<file path="src/rtl/wb_merge_pkg.sv">
// Shared types and default widths for the writeback merge stage.
// Optional build macro: WB_MERGE_BYPASS_EN (see wb_merge.sv).
package wb_merge_pkg;

    localparam int WB_ADDR_W = 5;
    localparam int WB_DATA_W = 64;

    // One pending register-file write: destination index and data.
    typedef struct packed {
        logic [WB_ADDR_W-1:0] rd;
        logic [WB_DATA_W-1:0] data;
    } wb_entry_t;

    // Writes to x0 are consumed but never reach the register file.
    function automatic logic wb_is_x0(input logic [WB_ADDR_W-1:0] rd);
        return (rd == '0);
    endfunction

endpackage

</file>
<file path="src/rtl/wb_merge_fifo.sv">
// In-order holding FIFO for ALU writebacks that lose arbitration.
// Power-of-two depth; pointers wrap naturally at their bit width.
module wb_fifo
    import wb_merge_pkg::*;
#(
    parameter  int DEPTH = 4,
    localparam int PW    = $clog2(DEPTH),
    localparam int CW    = PW + 1
) (
    input  logic          clk,
    input  logic          rst,
    input  logic          push,
    input  logic          pop,
    input  wb_entry_t     din,
    output wb_entry_t     dout,
    output logic          full,
    output logic          empty,
    output logic [CW-1:0] count
);

    wb_entry_t     mem_q [DEPTH];
    logic [PW-1:0] wr_ptr_q, wr_ptr_d;
    logic [PW-1:0] rd_ptr_q, rd_ptr_d;
    logic [CW-1:0] cnt_q, cnt_d;
    logic          do_push;
    logic          do_pop;

    assign full    = (cnt_q == CW'(DEPTH));
    assign empty   = (cnt_q == '0);
    assign count   = cnt_q;
    assign dout    = mem_q[rd_ptr_q];
    assign do_push = push & ~full;
    assign do_pop  = pop & ~empty;

    // Next pointer and occupancy values from the qualified push/pop.
    always_comb begin
        wr_ptr_d = wr_ptr_q;
        rd_ptr_d = rd_ptr_q;
        cnt_d    = cnt_q;
        if (do_push) begin
            wr_ptr_d = wr_ptr_q + PW'(1);
        end
        if (do_pop) begin
            rd_ptr_d = rd_ptr_q + PW'(1);
        end
        unique case ({do_push, do_pop})
            2'b10:   cnt_d = cnt_q + CW'(1);
            2'b01:   cnt_d = cnt_q - CW'(1);
            default: cnt_d = cnt_q;
        endcase
    end

    // Pointer and count state, cleared asynchronously.
    always_ff @(posedge clk or posedge rst) begin
        if (rst) begin
            wr_ptr_q <= '0;
            rd_ptr_q <= '0;
            cnt_q    <= '0;
        end else begin
            wr_ptr_q <= wr_ptr_d;
            rd_ptr_q <= rd_ptr_d;
            cnt_q    <= cnt_d;
        end
    end

    // Entry storage needs no reset; occupancy guards every read.
    always_ff @(posedge clk) begin
        if (do_push) begin
            mem_q[wr_ptr_q] <= din;
        end
    end

endmodule

</file>
<file path="src/rtl/wb_merge.sv">
// Writeback merge: LSU loads beat ALU results onto the single RF write port.
// Define WB_MERGE_BYPASS_EN to let an idle-cycle ALU result skip the FIFO.
module wb_merge
    import wb_merge_pkg::*;
#(
    parameter  int ADDR_WIDTH = WB_ADDR_W,
    parameter  int DATA_WIDTH = WB_DATA_W,
    parameter  int FIFO_DEPTH = 4,
    localparam int CW         = $clog2(FIFO_DEPTH) + 1
) (
    input  logic                  clk,
    input  logic                  rst,
    input  logic                  alu_valid,
    output logic                  alu_ready,
    input  logic [ADDR_WIDTH-1:0] alu_rd,
    input  logic [DATA_WIDTH-1:0] alu_data,
    input  logic                  lsu_valid,
    input  logic [ADDR_WIDTH-1:0] lsu_rd,
    input  logic [DATA_WIDTH-1:0] lsu_data,
    output logic                  rf_wen,
    output logic [ADDR_WIDTH-1:0] rf_waddr,
    output logic [DATA_WIDTH-1:0] rf_wdata,
    output logic [CW-1:0]         pending
);

    wb_entry_t       alu_ent;
    wb_entry_t       lsu_ent;
    wb_entry_t       head;
    wb_entry_t       sel;
    wb_entry_t       out_q, out_d;
    logic            wen_q, wen_d;
    logic            sel_valid;
    logic            push;
    logic            pop;
    logic            fifo_full;
    logic            fifo_empty;
    logic            alu_acc;
    logic [CW-1:0]   count;

    assign alu_ent = '{rd: alu_rd, data: alu_data};
    assign lsu_ent = '{rd: lsu_rd, data: lsu_data};

    // Ready depends only on occupancy, so a full FIFO always costs a cycle.
    assign alu_ready = (count != CW'(FIFO_DEPTH));
    assign alu_acc   = alu_valid & alu_ready;
    assign pending   = count;

    wb_fifo #(
        .DEPTH (FIFO_DEPTH)
    ) u_fifo (
        .clk   (clk),
        .rst   (rst),
        .push  (push),
        .pop   (pop),
        .din   (alu_ent),
        .dout  (head),
        .full  (fifo_full),
        .empty (fifo_empty),
        .count (count)
    );

    // Pick this cycle's write: LSU, then FIFO head, then a fresh ALU result.
    always_comb begin
        sel       = out_q;
        sel_valid = 1'b0;
        push      = 1'b0;
        pop       = 1'b0;
        if (lsu_valid) begin
            sel       = lsu_ent;
            sel_valid = 1'b1;
            push      = alu_acc;
        end else if (!fifo_empty) begin
            sel       = head;
            sel_valid = 1'b1;
            pop       = 1'b1;
            push      = alu_acc;
        end else if (alu_acc) begin
`ifdef WB_MERGE_BYPASS_EN
            sel       = alu_ent;
            sel_valid = 1'b1;
`else
            push      = 1'b1;
`endif
        end
    end

    // Output register holds its last address/data on idle cycles.
    always_comb begin
        out_d = out_q;
        wen_d = 1'b0;
        if (sel_valid) begin
            out_d = sel;
            wen_d = ~wb_is_x0(sel.rd);
        end
    end

    // Registered write port, cleared asynchronously.
    always_ff @(posedge clk or posedge rst) begin
        if (rst) begin
            out_q <= '0;
            wen_q <= 1'b0;
        end else begin
            out_q <= out_d;
            wen_q <= wen_d;
        end
    end

    assign rf_wen   = wen_q;
    assign rf_waddr = out_q.rd;
    assign rf_wdata = out_q.data;

    logic unused_full;
    assign unused_full = fifo_full;

endmodule
</file>
<file path="config.mk">
export PLATFORM = sky130hd
export DESIGN_NAME = wb_merge
export DESIGN_NICKNAME = d
export VERILOG_FILES = /design/src/rtl/wb_merge_pkg.sv /design/src/rtl/wb_merge_fifo.sv /design/src/rtl/wb_merge.sv
export SDC_FILE = /design/constraint.sdc
export NUM_CORES = 1
export LEC_CHECK = 0
export CORE_MARGIN = 4
export CORE_UTILIZATION = 30
export CTS_BUF_LIST = sky130_fd_sc_hd__clkbuf_8
export CTS_CLUSTER_SIZE = 16
export DETAILED_ROUTE_END_ITERATION = 8
export HOLD_SLACK_MARGIN = 0.02
export PLACE_DENSITY_LB_ADDON = 0.08
export SLEW_MARGIN = 20
export SYNTH_ARGS = -nofsm -noshare
export SYNTH_HDL_FRONTEND = slang
export SYNTH_HIERARCHICAL = 1
export SYNTH_SLANG_ARGS = --single-unit
</file>
<file path="constraint.sdc">
create_clock -name clk -period 3.9 [get_ports clk]
set_input_delay 0.78 -clock clk [delete_from_list [all_inputs] [get_ports clk]]
set_output_delay 0.78 -clock clk [all_outputs]
set_load 0.1 [all_outputs]
</file>
# After elaboration in Yosys (flattened, before gate mapping)
# Memory sizes are Yosys's and may differ from the RTL's.
# Index checks and enable logic that the tools add are counted.
word_totals:
  elab_cells: 38
  reg_bits: 77
  mem_count: 1
  mem_bits_rw: 276
  inputBits: 142
  out_inout_bits: 74
classes:
  muxes: 12
  reduce_logical: 4
  n_eq_ne: 5
  addsub: 4
  n_bitwise: 6
mem_list:
  columns: ["memory", "depth", "width", "read_ports", "rd_clocked_by_memory_dff", "wr", "line", "source"]
  rows:
  - ["u_fifo.mem_q", 4, 69, 1, 0, 1, "wb_merge_fifo.sv:21", "wb_entry_t mem_q [DEPTH];"]
ops:
  columns: ["cell", "count"]
  rows:
  - ["$mux 69", 2]
  - ["$mux 1", 9]
  - ["$pmux 3 s2", 1]
  - ["$logic_not 5->1", 1]
  - ["$add 2x1->2 const B", 2]
  - ["$add 3x1->3 const B", 1]
  - ["$and 1x1->1", 3]
  - ["$eq 3x3->1 const B", 1]
  - ["$logic_not 3->1", 1]
  - ["$ne 3x3->1 const B", 1]
  - ["$not 1->1", 3]
  - ["$sub 3x1->3 const B", 1]
  - ["$eq 2x1->1 const B", 1]
  - ["$eq 2x2->1 const B", 1]
  - ["$ne 2x2->1 const B", 1]
  - ["$reduce_and 2->1", 1]
  - ["$reduce_bool 2->1", 1]

# Longest topological paths before layout
# Gate-level depths: netlist of run 1.
logic_depth:
  ltp_word: 8
  ltp_mapped: 12

# By module
# Netlist of run 1, hierarchy kept.
by_module_without_submodules:
  columns: ["mod", "instances", "cells_per_inst", "area_each_um2"]
  rows:
  - ["wb_fifo", 1, 399, 10461.3]
  - ["wb_merge", 1, 312, 3245.6]

# Worst setup path after synthesis of run 1
# OpenSTA, ideal clock, no wires.
synth_timing:
  path_kind: "reg2reg"
  start: "register u_fifo.cnt_q[1], in the netlist u_fifo/count[1]"
  end: "memory u_fifo/mem_q[0][0] in the netlist's numbering, enable pin"
  setup_time_ns: 0.435
  synth_period_minus_slack_ns: 4.338
  path_stages_with_launch: 6
  setup_slack_ns: -0.438
  arrival_ns: 3.904
  path_buffers: 0
  path_cell_list: "dfrtp_1 > nor2_1 > nand2_1 > and2_1 > nor2b_2 > and2_1"
synth_via:
  elab_chain_len: 8
  word_cells_on_any_way: 11
  classes_between: "eq/ne (2); mux (5); bitwise (3); reduce/logical (1)"
synth_lines:
  columns: ["item", "line", "source"]
  rows:
  - ["from (decl)", "wb_merge_fifo.sv:24", "logic [CW-1:0] cnt_q, cnt_d;"]
  - ["from (signal assigned)", "wb_merge_fifo.sv:62", "cnt_q <= cnt_d;"]
  - ["$ne 3x3->1 (*)", "wb_merge.sv:44", "assign alu_ready = (count != CW'(FIFO_DEPTH));"]
  - ["named net alu_ready", "wb_merge.sv:14", "output logic alu_ready,"]
  - ["$and 1x1->1 (*)", "wb_merge.sv:45", "assign alu_acc = alu_valid & alu_ready;"]
  - ["named net alu_acc", "wb_merge.sv:37", "logic alu_acc;"]
  - ["$mux 1", "wb_merge.sv:77", "end else if (alu_acc) begin"]
  - ["$mux 1", "wb_merge.sv:72", "end else if (!fifo_empty) begin"]
  - ["$mux 1 (*)", "wb_merge.sv:68", "if (lsu_valid) begin"]
  - ["$and 1x1->1 (*)", "wb_merge_fifo.sv:32", "assign do_push = push & ~full;"]
  - ["$mux 1 (*)", "wb_merge_fifo.sv:68", "if (do_push) begin"]
  - ["$mux 1 (not written as such) (*)", "wb_merge_fifo.sv:69", "mem_q[wr_ptr_q] <= din;"]
  - ["to (decl)", "wb_merge_fifo.sv:21", null]
# Mark *: on every way through the listed nets, which the timed path passes. The rest lies on a longest branch.

# Worst setup path in the final report of run 1
layout_timing:
  start: "register u_fifo.cnt_q[1], in the netlist u_fifo/count[1]"
  end: "output alu_ready"
layout_via:
  elab_chain_len: 1
layout_lines:
  columns: ["item", "line"]
  rows:
  - ["$ne 3x3->1", "wb_merge.sv:44"]
  - ["to (decl)", "wb_merge.sv:14"]
# No other way between the ends.

==> summary.txt, run 1 <==
Run status
  • Status: finished, final reports clean

Yosys
  • Synthesis Warnings: 6
  • Ranking of synthesized cells by area: edfxtp_1 (60%), dfrtp_1 (14%), mux4_2 (11%)
  • Netlist cell types: 30
  • Primary FF master, synth: edfxtp_1
  • Share of the synthesized area in the top cell type: 60.47%
  • #FFs+latches synth: 353
  • Post-synth EDFFs: 276
  • Sequential share of the synthesized area: 74.52%
  • Most frequent cells after synthesis: edfxtp_1 (276), dfrtp_1 (77), mux2i_1 (70), nand2_1 (70), mux4_2 (68)
  • Mapped Cells: 711
  • Mapped cell area: 13710 um^2
  • Average instance area after synthesis: 19.28 um^2
  • Syn nets: about 860
  • Fraction of registers with async set/reset: between 20% and 30%
  • Top-count cell post-synth: edfxtp_1
  • Largest area contributor in the netlist: edfxtp_1

Route
  • DR vias: 7291
  • Wirelength per Cell: 20.61 um
  • Total routed wirelength: roughly 34000 um
  • Routed wl met3: about 1700 um
  • Detailed-router iteration count before antenna repair: 4
  • DRC errors left: 0
  • Met2 wire length: approximately 16000 um
  • Detailed Route Iter0 Violations: between 300 and 400
  • DR vias/cell: 4.484
  • DR top layer: met5
  • Met1 wire length: 14660 um
  • Remaining antenna violation count: 0

Place
  • GP Congestion: 0.6945
  • Placed Area: about 16000 um^2
  • PortBufs: 215
  • Post-DP HPWL: 20860 um

Cells and area
  • FF+latch area: about 10000 um^2
  • # nets final: 1120
  • Design Area, Final: 17670 um^2
  • Filler cells: 4264
  • Share of cells above drive strength 1: 17.20%
  • Area of the multi-input gates: 3146 um^2
  • Synthesis-to-layout area growth: 28.91%

Power and ir drop
  • Pleak: a little over 6 nW
  • Peak VDD IR: 0.3773 mV
  • PwrDens: 809.2 nW/um^2

Clock network
  • Htree depth: 3
  • Post-CTS Setup Bufs: 0
  • Max clock buf depth: 3
  • Post-CTS Hold Buffers: 0
  • Worst-path clk slew: about 0.050 ns
  • Clock root buffer master: clkbuf_8
  • TritonCTS clock tree: done
  • Later-pin clock latency in the skew report: 0.58 ns
  • CTS resizes: 0
  • CTS sink count: 353
  • CTS buffer count: 66

Critical path
  • Critical path required time: 3.12 ns
  • Critical path launch point type: flop
  • Critical path's top delay family: buffers and inverters
  • Critical path, cell by cell: nor2_1 > nand2_1 > clkdlybuf4s50_1
  • Setup CP Type: reg2out
  • Slowest library cell on the worst path: clkdlybuf4s50_1
  • Crit-path max FO: 6
  • CP max stage delay: 1.14 ns
  • Buf/Inv on CP: 1
  • Worst Path Arrival: approximately 2.4 ns
  • Crit path capture type: output pin

Global routing
  • First-pass GRT wire length: between 50000 and 60000 um
  • Initial antenna violation count: 3
  • GRT Util Overall: 13.81%
  • Total gr overflow: 0
  • Vias in the first global route: 8163
  • Largest net degree at the start of global routing: 60

Run
  • Max Cap Violations: 0

Timing
  • Worst-Margin Slew: approximately 1.1 ns
  • Slew Viols, Final: 0
  • Final setup viols: 0
  • Min cycle time layout: between 3 and 4 ns
  • Fin Setup TNS: 0 ns
  • RSZ-0062 raised after global routing: no
  • Fin. Hold Viols: 0
  • Setup Skew: 0.01560 ns
  • Slew headroom: between 20% and 30%
  • Final Cycle Share: 80.50%
  • Max frequency: 0.3185 GHz

Floorplan
  • # IOs: 216
  • Die height: 221.8 um
  • Chip Width: around 220 um
  • Row cnt: 78
  • Die area: a little under 50000 um^2
  • Initial Util: around 30%
  • CORE AREA: 45280 um^2

Worst hold path
  • Min-delay worst type: reg2reg
[cell families (layout without fill, tap and decap cells)]
logic type / Yosys count / after routing / share of synthesized area, %
other: 0 / 3 / 0
AND/OR/NAND/NOR: 86 / 86 / 2.620
AO/OA/AOI/OAI: 72 / 72 / 2.675
adder cells (fa/ha/maj): 6 / 6 / 0.6025
buffers and inverters: 48 / 360 / 2.638
multiplexers: 140 / 140 / 16.56
XOR/XNOR: 6 / 6 / 0.3835
flip-flops: 353 / 353 / 74.52
[state kept, by name, indices dropped and copies added (netlist names)]
signal,count
u_fifo/rd_ptr_q,2
u_fifo/mem_q,276
rf_wen,1
rf_wdata,64
u_fifo/count,3
rf_waddr,5
u_fifo/wr_ptr_q,2
[layer usage]
layer | track usage, % | up-vias
met5 | 0 | -
met4 | 4.362 | 2
met3 | 3.892 | 63
met2 | 22.23 | 193
met1 | 18.28 | 3712
li1 | - | 3321
[cell usage in the layout (no fill, tap or decap)]
cell type / instances
nor2b_2: 1
o21ai_1: 10
inv_1: 37
a21oi_1: 2
buf_4: 14
nor4_1: 2
clkinvlp_4: 2
mux4_2: 68
nand2_1: 70
nor3_2: 1
clkdlybuf4s50_1: 214
clkinv_2: 6
nor3b_1: 1
nor2_1: 5
o31a_1: 1
a211oi_1: 1
ha_1: 5
mux2i_1: 70
diode_2: 3
o21ai_0: 58
clkinv_1: 11
dfrtp_4: 2
xnor2_1: 3
buf_12: 4
fa_1: 1
nor3b_2: 1
mux4_1: 1
xor2_1: 3
edfxtp_1: 276
dfrtp_1: 75
and2_1: 1
and2_4: 4
mux2_2: 1
clkbuf_8: 72
[tightest hold or removal path: cells and delay by family, from the launching register on]
family         cells  cell delay, ns
AO/OA/AOI/OAI      1            0.11
flip-flops         1            0.35
multiplexers       1            0.07
[metrics by stage]
step / hold slack (ns) / worst slack (ns) / utilization (%) / power [mW] / cells
final: 0.5652 / 0.7603 / 39.02 / 14.30 / 1626
after global routing: 0.5939 / 0.6431 / 39.01 / 15.11 / 1625
after CTS: 0.5699 / 0.6951 / 39.00 / 14.61 / 1623
after detailed placement: 0.5598 / 0.8567 / 36.39 / 11.33 / 1504
after global placement: 0.5481 / 0.8990 / 36.39 / 11.31 / 1504
after floorplan: 0.5340 / 0.2953 / - / 9.784 / 711
[report_power, final]
group	internal, mW	switching, mW	total [mW]	leakage [nW]
Sequential	5.03	0.469	5.50	3.44
Combinational	1.89	3.72	5.61	1.97
Clock	1.69	1.50	3.19	0.709
Total	8.61	5.69	14.3	6.12
[layout make-up]
class	count	area share (%)
Antenna cell	3	0.04249
Inverter	9	0.1983
Tap cell	600	4.249
Clock buffer	72	5.608
Multi-Input combinational cell	310	17.80
Sequential cell	353	57.85
Clock inverter	47	1.076
Timing Repair Buffer	232	13.17
[worst paths after layout]
| check | start | end | slack (ns) | cells past startpoint |
|---|---|---|---|---|
| max | u_fifo/count[1] | alu_ready | 0.76 | 3 |
| max in group asynchronous | rst | rf_wdata[37] | 2.27 | 3 |
| min | rf_wdata[23] | rf_wdata[23] | 0.57 | 2 |
| min reg2reg | rf_wdata[23] | rf_wdata[23] | 0.57 | 2 |
| max reg2reg | u_fifo/count[0] | rf_wdata[49] | 1.41 | 5 |
| min in group asynchronous | rst | u_fifo/rd_ptr_q[1] | 0.66 | 2 |
Note: power is estimated with default switching activity, not from simulation.
==> run 2: changes to the inputs <==
==> constraint.sdc (replaced) <==
create_clock -name clk -period 2.6 [get_ports clk]
set_input_delay 0.52 -clock clk [delete_from_list [all_inputs] [get_ports clk]]
set_output_delay 0.52 -clock clk [all_outputs]
set_load 0.1 [all_outputs]
==> run 2 against run 1 <==
  * Sequential cell count unchanged
  * Total power increased by 50%
  * Hold slack got worse by 0.37 ns
  * Register-to-register slack got worse by 1.1 ns
  * Critical path depth increased by 8
  * Combinational power increased by 54%
==> summary.txt, run 2 (synthesized netlist as in run 1, its figures left out) <==
Run status
  • Status: finished, final reports clean

Global routing
  • Vias in the first global route: between 7000 and 8000
  • GRT Util Overall: between 10% and 20%
  • Initial antenna violation count: 6
  • Largest net degree at the start of global routing: 98
  • Total gr overflow: 0
  • First-pass GRT wire length: 48910 um

Power and ir drop
  • PwrDens: approximately 1200 nW/um^2
  • Peak VDD IR: 0.8009 mV
  • Pleak: 6.249 nW

Critical path
  • Slowest library cell on the worst path: dfrtp_4
  • CP max stage delay: 0.52 ns
  • Worst Path Arrival: ~2.8 ns
  • Critical path launch point type: flop
  • Critical path required time: 3.14 ns
  • Critical path, cell by cell: nor2_4 > nand2_4 > and2_1 > nor2b_2 > inv_1 > ha_1 > inv_1 > fa_1 > xor2_1 > nor2_1 > xor2_1
  • Crit-path max FO: 7
  • Crit path capture type: flop
  • Setup CP Type: reg2reg

Clock network
  • Htree depth: 2
  • Clock root buffer master: clkbuf_8
  • Worst-path clk slew: around 0.060 ns
  • Max clock buf depth: 3
  • Post-CTS Setup Bufs: 0
  • CTS resizes: 0
  • Later-pin clock latency in the skew report: 0.64 ns
  • TritonCTS clock tree: done
  • CTS buffer count: 60
  • CTS sink count: 353
  • Post-CTS Hold Buffers: 0

Timing
  • Max frequency: 0.4404 GHz
  • Slew Viols, Final: 0
  • Min cycle time layout: 2.271 ns
  • RSZ-0062 raised after global routing: no
  • Final setup viols: 0
  • Fin. Hold Viols: 0
  • Fin Setup TNS: 0 ns
  • Setup Skew: 0.02825 ns
  • Slew headroom: 40.19%
  • Worst-Margin Slew: 0.8971 ns
  • Final Cycle Share: 87.34%
  • Hold_ws: 0.1963 ns

Place
  • Post-DP HPWL: between 20000 and 25000 um
  • PortBufs: ~220
  • GP Congestion: 0.6841

Floorplan
  • Row cnt: 78
  • Die height: ~220 um
  • Chip Width: 221.8 um
  • # IOs: 216
  • Die area: 49170 um^2
  • CORE AREA: 45280 um^2
  • Initial Util: 30.27%

Route
  • Wirelength per Cell: 19.95 um
  • Detailed-router iteration count before antenna repair: 4
  • DRC errors left: 0
  • Detailed Route Iter0 Violations: 414
  • Remaining antenna violation count: 0
  • DR vias: 7294
  • Total routed wirelength: ~32000 um
  • DR vias/cell: 4.500

Cells and area
  • Most common cell after layout, fill and taps aside: edfxtp_1
  • Most used cells in the layout excluding fill and tap cells: edfxtp_1 (276), clkdlybuf4s50_1 (140), buf_4 (80)
  • Max FFs per register: 276
  • # nets final: 1117
  • Synthesis-to-layout area growth: 28.74%
  • Share of cells above drive strength 1: 25.10%
  • Largest Register: u_fifo/mem_q

Worst hold path
  • Min-delay worst type: in2async

Run
  • Max Cap Violations: 0
run 2: report_power, final:
group / switching [mW] / internal (mW)
Clock: 2.19 / 2.54
Sequential: 0.573 / 7.56
Combinational: 5.78 / 2.85
Total: 8.54 / 12.9
run 2: layer usage:
| metal | GRT usage (%) | vias up | part of all wire [%] | routed length, um |
|---|---|---|---|---|
| met4 | 4.202 | 10 | 2.3 | 733 |
| met1 | 18.31 | 3704 | 47 | 15050 |
| met3 | 3.866 | 67 | 5.9 | 1903 |
| met5 | 0 | - | 0.22 | 70 |
| met2 | 19.36 | 193 | 45 | 14590 |
| li1 | - | 3320 | - | - |
run 2: final cells by class:
type / instances / area [um^2]
diodes: 1 / 2.502
clock buffers: 70 / 963.4
clock inverters: 43 / 198.9
fillers: 4254 / 27640
inverters: 9 / 35.03
multi-input cells: 310 / 3161
flip-flops and latches: 353 / 10230
well taps: 600 / 750.7
repair buffers: 235 / 2302
run 2: per-stage QoR:
step / setup WS [ns] / util (%) / cells / power [mW] / instance area, um^2
after floorplan: 0.01212 / - / 711 / 14.72 / 13740
after CTS: 0.2966 / 38.96 / 1620 / 21.95 / 17640
after detailed placement: 0.1201 / 36.40 / 1507 / 17.08 / 16480
after global routing: 0.1627 / 38.96 / 1620 / 22.66 / 17640
final: 0.3292 / 38.97 / 1621 / 21.49 / 17650
after global placement: 0.1222 / 36.40 / 1507 / 17.06 / 16480
run 2: worst paths after layout:
check / to / slack, ns / startpoint / cells after the start
max in group asynchronous: rf_wdata[54] / 1.89 / rst / 3
worst min register to register: rf_wdata[23] / 0.56 / rf_wdata[23] / 2
worst max-delay path: u_fifo/count[2] / 0.33 / u_fifo/count[1] / 11
worst max register to register: u_fifo/count[2] / 0.33 / u_fifo/count[1] / 11
min in group clk: u_fifo/rd_ptr_q[0] / 0.35 / lsu_valid / 4
worst min-delay path: u_fifo/count[1] / 0.20 / rst / 2
run 2: worst max-delay path, delay by kind of cell (launching register included):
family / cells / cell delay [ns]
XOR/XNOR: 2 / 0.30
adder cells (fa/ha/maj): 2 / 0.60
buffers and inverters: 2 / 0.14
flip-flops: 1 / 0.52
AND/OR/NAND/NOR: 5 / 0.64
==> run 3: changes to the inputs <==
--- a/config.mk
+++ b/config.mk
@@ -12,6 +12,7 @@
 export DETAILED_ROUTE_END_ITERATION = 8
 export HOLD_SLACK_MARGIN = 0.02
 export PLACE_DENSITY_LB_ADDON = 0.08
+export SKIP_LAST_GASP = 1
 export SLEW_MARGIN = 20
 export SYNTH_ARGS = -nofsm -noshare
 export SYNTH_HDL_FRONTEND = slang
==> results of run 3 <==
The final DEF is identical to that of run 2; final timing and power are the same.
==> variant 1: new RTL, flow settings as in run 2 <==
Change the package constant `WB_ADDR_W` from 5 to 7.
--- a/src/rtl/wb_merge_pkg.sv
+++ b/src/rtl/wb_merge_pkg.sv
@@ -2,7 +2,7 @@
 // Optional build macro: WB_MERGE_BYPASS_EN (see wb_merge.sv).
 package wb_merge_pkg;
 
-    localparam int WB_ADDR_W = 5;
+    localparam int WB_ADDR_W = 7;
     localparam int WB_DATA_W = 64;
 
     // One pending register-file write: destination index and data.
Ports: changed (resized alu_rd, lsu_rd and rf_waddr); port bits go from 216 to 222. No check against the original RTL was run, so the function may have changed too.
==> variant 1 against run 2 <==
  * Sequential cell count rose by 10
  * Cell area rose by 2.8%
  * Total power rose by 3.0%
  * Area after synthesis rose by 2.7%
  * Critical endpoint unchanged
  * Worst setup slack improved by 0.072 ns
  * Clock power rose by 4.7%
  * Wire length rose by 1.8%
  * Synthesized cell count rose by 2.3%
  * Cell count rose by 2.4%
  * Clock skew fell by 0.015 ns
  * Non-clock buffer count rose by 11
==> variant 1: results (changes against run 2) <==
* Status: complete, no violations
* M1 wire length at 13900 um (-7.6%)
* Vias in the first global route at 8225 (+5.6%)
* Post-synthesis sequential area ratio at 74.6% (+0.082 points)
* Arr. time, crit path at 2.70 ns (-0.11 ns)
* Comb power frac at 39.8% (-0.4 points)
* Port bufs at 221 (+2.8%)
* Dpl cells at 1540 (+2.2%)
* Sw Share at 39.5% (-0.25 points)
* Initial drt markers at 249 (-40%)
* Post-Synth XOR/XNOR Area at 0.373% (-0.010 points)
* FMAX at 455 MHz (+3.3%)
* Utilization after layout at 39.1% (+0.087 points)
* Max VDD drop at 1.24 mV (+55%)
* Wire length on met2 at 16600 um (+14%)
* Count of multi-input gates at 316 (+1.9%)
* Largest net degree at the start of global routing at 144 (+47%)
* Clock Power at 0.00494 W (+4.7%)
* CP max FO at 6 (-1)
* Synth top cells by count: edfxtp_1 (284), dfrtp_1 (79), nand2_1 (73)
* Max FFs per register at 284 (+2.9%)
* CTS sink cnt at 363 (+2.8%)
* Clock buf/inv share at 6.76% (+0.17 points)
* Fin cells at 1660 (+2.4%)
* Fillers at 4311 (+1.3%)
* Reg2Reg Setup Slack at 0.40 ns (+0.07 ns)
* Number of clock buffers in the layout at 77 (+10%)
* Post-place setup slack at 0.232 ns (+0.112 ns)
* Vias per inst at 4.47 (-0.57%)
* Bufs w/o clock at 246 (+4.7%)
* Pleak at 6.46 nW (+3.3%)
* Worst-Skew Late Latency at 0.58 ns (-0.06 ns)
* Synth async-reset ratio at 21.8% (-0.050 points)
* Met3 wire len at 1670 um (-12%)
* Met1 Track Usage GR at 16.6% (-1.7 points)
* Fin Clk Skew at 0.0134 ns (-0.0149 ns)
* Sequential cell area share at 58.0% (about the same)
* Drt wl/cell at 19.8 um (-0.56%)
* Post-DP HPWL at 20600 um (+1.9%)
* Top cells by area, synth: edfxtp_1 (61%), dfrtp_1 (14%), mux4_2 (11%)
* Multiplexer share of the synthesized area at 16.6% (+0.022 points)
* Nets at 1153 (+3.2%)
* Inverters, non-clock at 8 (-1)
* Max_slew headroom at 55.7% (+16 points)
* Buffering overhead at 13.1% (+0.083 points)
* Placed cell areas at 16900 um^2 (+2.6%)
* Syn_area_per_cell at 19.4 um^2 (+0.47%)
[variant 1: logic make-up after synthesis]
| logic type | count (synthesis) |
|---|---|
| adders and majority gates | 6 |
| xor gates and xnor gates | 6 |
| muxes | 144 |
| AOI/OAI and AO/OA | 73 |
| DFF | 363 |
| and+or+nand+nor | 87 |
| buffers and inverters | 48 |
[variant 1: worst min-delay path by stage]
stage / slack [ns] / to / startpoint
after CTS: 0.18 / u_fifo/count[0]$_DFFE_PP0P_ / rst
after global placement: 0.54 / rf_wdata[53]$_DFFE_PP0P_ / rf_wdata[53]$_DFFE_PP0P_
after global routing: 0.23 / u_fifo/count[0]$_DFFE_PP0P_ / rst
final: 0.24 / u_fifo/count[0]$_DFFE_PP0P_ / rst
after detailed placement: 0.55 / rf_wdata[33]$_DFFE_PP0P_ / rf_wdata[33]$_DFFE_PP0P_
after floorplan: 0.32 / u_fifo/rd_ptr_q[0]$_DFFE_PP0P_ / rst
==> variant 2: new RTL, settings of run 2 <==
Without the edit above. Make the reset (`rst`) synchronous in 2 clocked blocks. Comments in the files are not updated.
--- a/src/rtl/wb_merge_fifo.sv
+++ b/src/rtl/wb_merge_fifo.sv
@@ -51,7 +51,7 @@
     end
 
     // Pointer and count state, cleared asynchronously.
-    always_ff @(posedge clk or posedge rst) begin
+    always_ff @(posedge clk) begin
         if (rst) begin
             wr_ptr_q <= '0;
             rd_ptr_q <= '0;
--- a/src/rtl/wb_merge.sv
+++ b/src/rtl/wb_merge.sv
@@ -95,7 +95,7 @@
     end
 
     // Registered write port, cleared asynchronously.
-    always_ff @(posedge clk or posedge rst) begin
+    always_ff @(posedge clk) begin
         if (rst) begin
             out_q <= '0;
             wen_q <= 1'b0;
Behaviour: differs if rst is asserted again (counterexample within 4 cycles, from zero or initial values and one cycle with rst high); with rst held inactive, the same outputs for 4 cycles.
==> variant 2 against run 2 <==
  * Area after synthesis decreased by 0.28%
  * Core utilization increased by 0.73 points
  * Cell area increased by 0.34%
  * Sequential power decreased by 13%
  * Sequential share of layout area decreased by 2.1 points
  * Non-clock buffer count increased by 7
  * Wire length increased by 3.0%
  * Synthesized cell count increased by 14%
  * Clock power increased by 4.4%
  * Total power decreased by 18%
  * Largest cell class unchanged
  * Worst setup slack got worse by 0.012 ns
  * Global-route usage increased by 0.40 points
  * Critical path type unchanged
  * Sequential cell count increased by 2
==> variant 2: results (changes against run 2) <==
* Status: complete, no violations
* H-tree depth at 2 (unchanged)
* Arr. time, crit path at 2.84 ns (+0.03 ns)
* Worst Tran Pin Value at 0.546 ns (-0.351 ns)
* Synth top cells by count: edfxtp_1 (276), nor2_1 (148), dfxtp_1 (79)
* Met2 Usage GRT at 20.5% (+1.2 points)
* Top cells by area, synth: edfxtp_1 (61%), dfxtp_1 (12%), mux4_2 (11%)
* Complex-gate fraction of the synthesized area at 2.97% (+0.29 points)
* Met3 Use GR at 4.03% (+0.16 points)
* Largest net degree at the start of global routing at 58 (-41%)
* Syn_nets at 957 (+11%)
* Drt wl/cell at 19.5 um (-2.4%)
* Placed cell areas at 16500 um^2 (about the same)
* Post-synthesis sequential area ratio at 72.2% (-2.3 points)
* Worst r2r src: u_fifo/count[1]$_SDFFE_PP0P_
* CTS Buf Count at 61 (+1.7%)
* Hold Path Class: input port to register
* # resized after CTS at 0 (unchanged)
* Clock Power at 0.00493 W (+4.4%)
* R2R Path End: u_fifo/count[2]$_SDFFE_PP0P_
* Post-DP HPWL at 21200 um (+5.1%)
* Slowest stage delay, CP at 0.37 ns (-0.15 ns)
* Fin cells at 1711 (+5.6%)
* Syn_area_per_cell at 16.9 um^2 (-12%)
* Unique cell type count in the Yosys netlist at 28 (-6.7%)
* Pleak at 6.40 nW (+2.4%)
* Vias per inst at 4.49 (-0.32%)
* Vias in the first global route at 8177 (+5.0%)
* Initial antenna violation count at 4 (-2)
* Dpl cells at 1594 (+5.8%)
* Sw Share at 34.5% (-5.2 points)
* Post-Synth Adder-Cell Area at 0.604% (+0.0017 points)
* Gr usage total at 13.4% (+0.40 points)
* First-pass GRT wire length at 50700 um (+3.7%)
* Slowest cell on crit path: dfxtp_4
* Initial drt markers at 379 (-8.5%)
* Comb. pwr at 0.00551 W (-36%)
* Hold slack final at 0.319 ns (+0.123 ns)
* Post-Synth XOR/XNOR Area at 0.192% (-0.19 points)
## variant 2: changes by cell type after synthesis, sizes merged, moves of 65 or more
cell   change
nor2     +143
dfxtp     +79
dfrtp     -77
a21oi     +69
nand2     -68
o21ai     -65
## variant 2: final cells by class
cell class | count | area, um^2
fillers | 4167 | 26900
flip-flops and latches | 355 | 9890
multi-input cells | 396 | 3480
repair buffers | 242 | 2350
clock buffers | 68 | 936
well taps | 592 | 741
clock inverters | 48 | 272
inverters | 9 | 33.8
diodes | 1 | 2.50
## variant 2: how the worst max path moves through the flow
stage | startpoint | to | slack (ns) | cells after the start
after global routing | u_fifo/count[1]$_SDFFE_PP0P_ | u_fifo/count[2]$_SDFFE_PP0P_ | 0.18 | 12
after global placement | alu_valid | u_fifo/count[2]$_SDFFE_PP0P_ | 0.05 | 11
after detailed placement | alu_valid | u_fifo/count[2]$_SDFFE_PP0P_ | 0.05 | 11
after floorplan | u_fifo/count[1]$_SDFFE_PP0P_ | u_fifo/count[2]$_SDFFE_PP0P_ | 0.01 | 13
final | u_fifo/count[1]$_SDFFE_PP0P_ | u_fifo/count[2]$_SDFFE_PP0P_ | 0.32 | 12
after CTS | u_fifo/count[1]$_SDFFE_PP0P_ | u_fifo/count[2]$_SDFFE_PP0P_ | 0.33 | 12
## variant 2: per-layer routing
metal / wire (um) / part of all wire (%)
met1: 15000 / 45
met4: 796 / 2.4
met3: 2230 / 6.7
met2: 15300 / 46
met5: 31 / 0.093
## variant 2: stage by stage
step           util, %  total power, W
6_report          39.7          0.0175
2_1_floorplan        -          0.0115
4_1_cts           39.7          0.0180
3_3_place_gp      37.0          0.0128
5_1_grt           39.7          0.0185
3_5_place_dp      37.0          0.0129
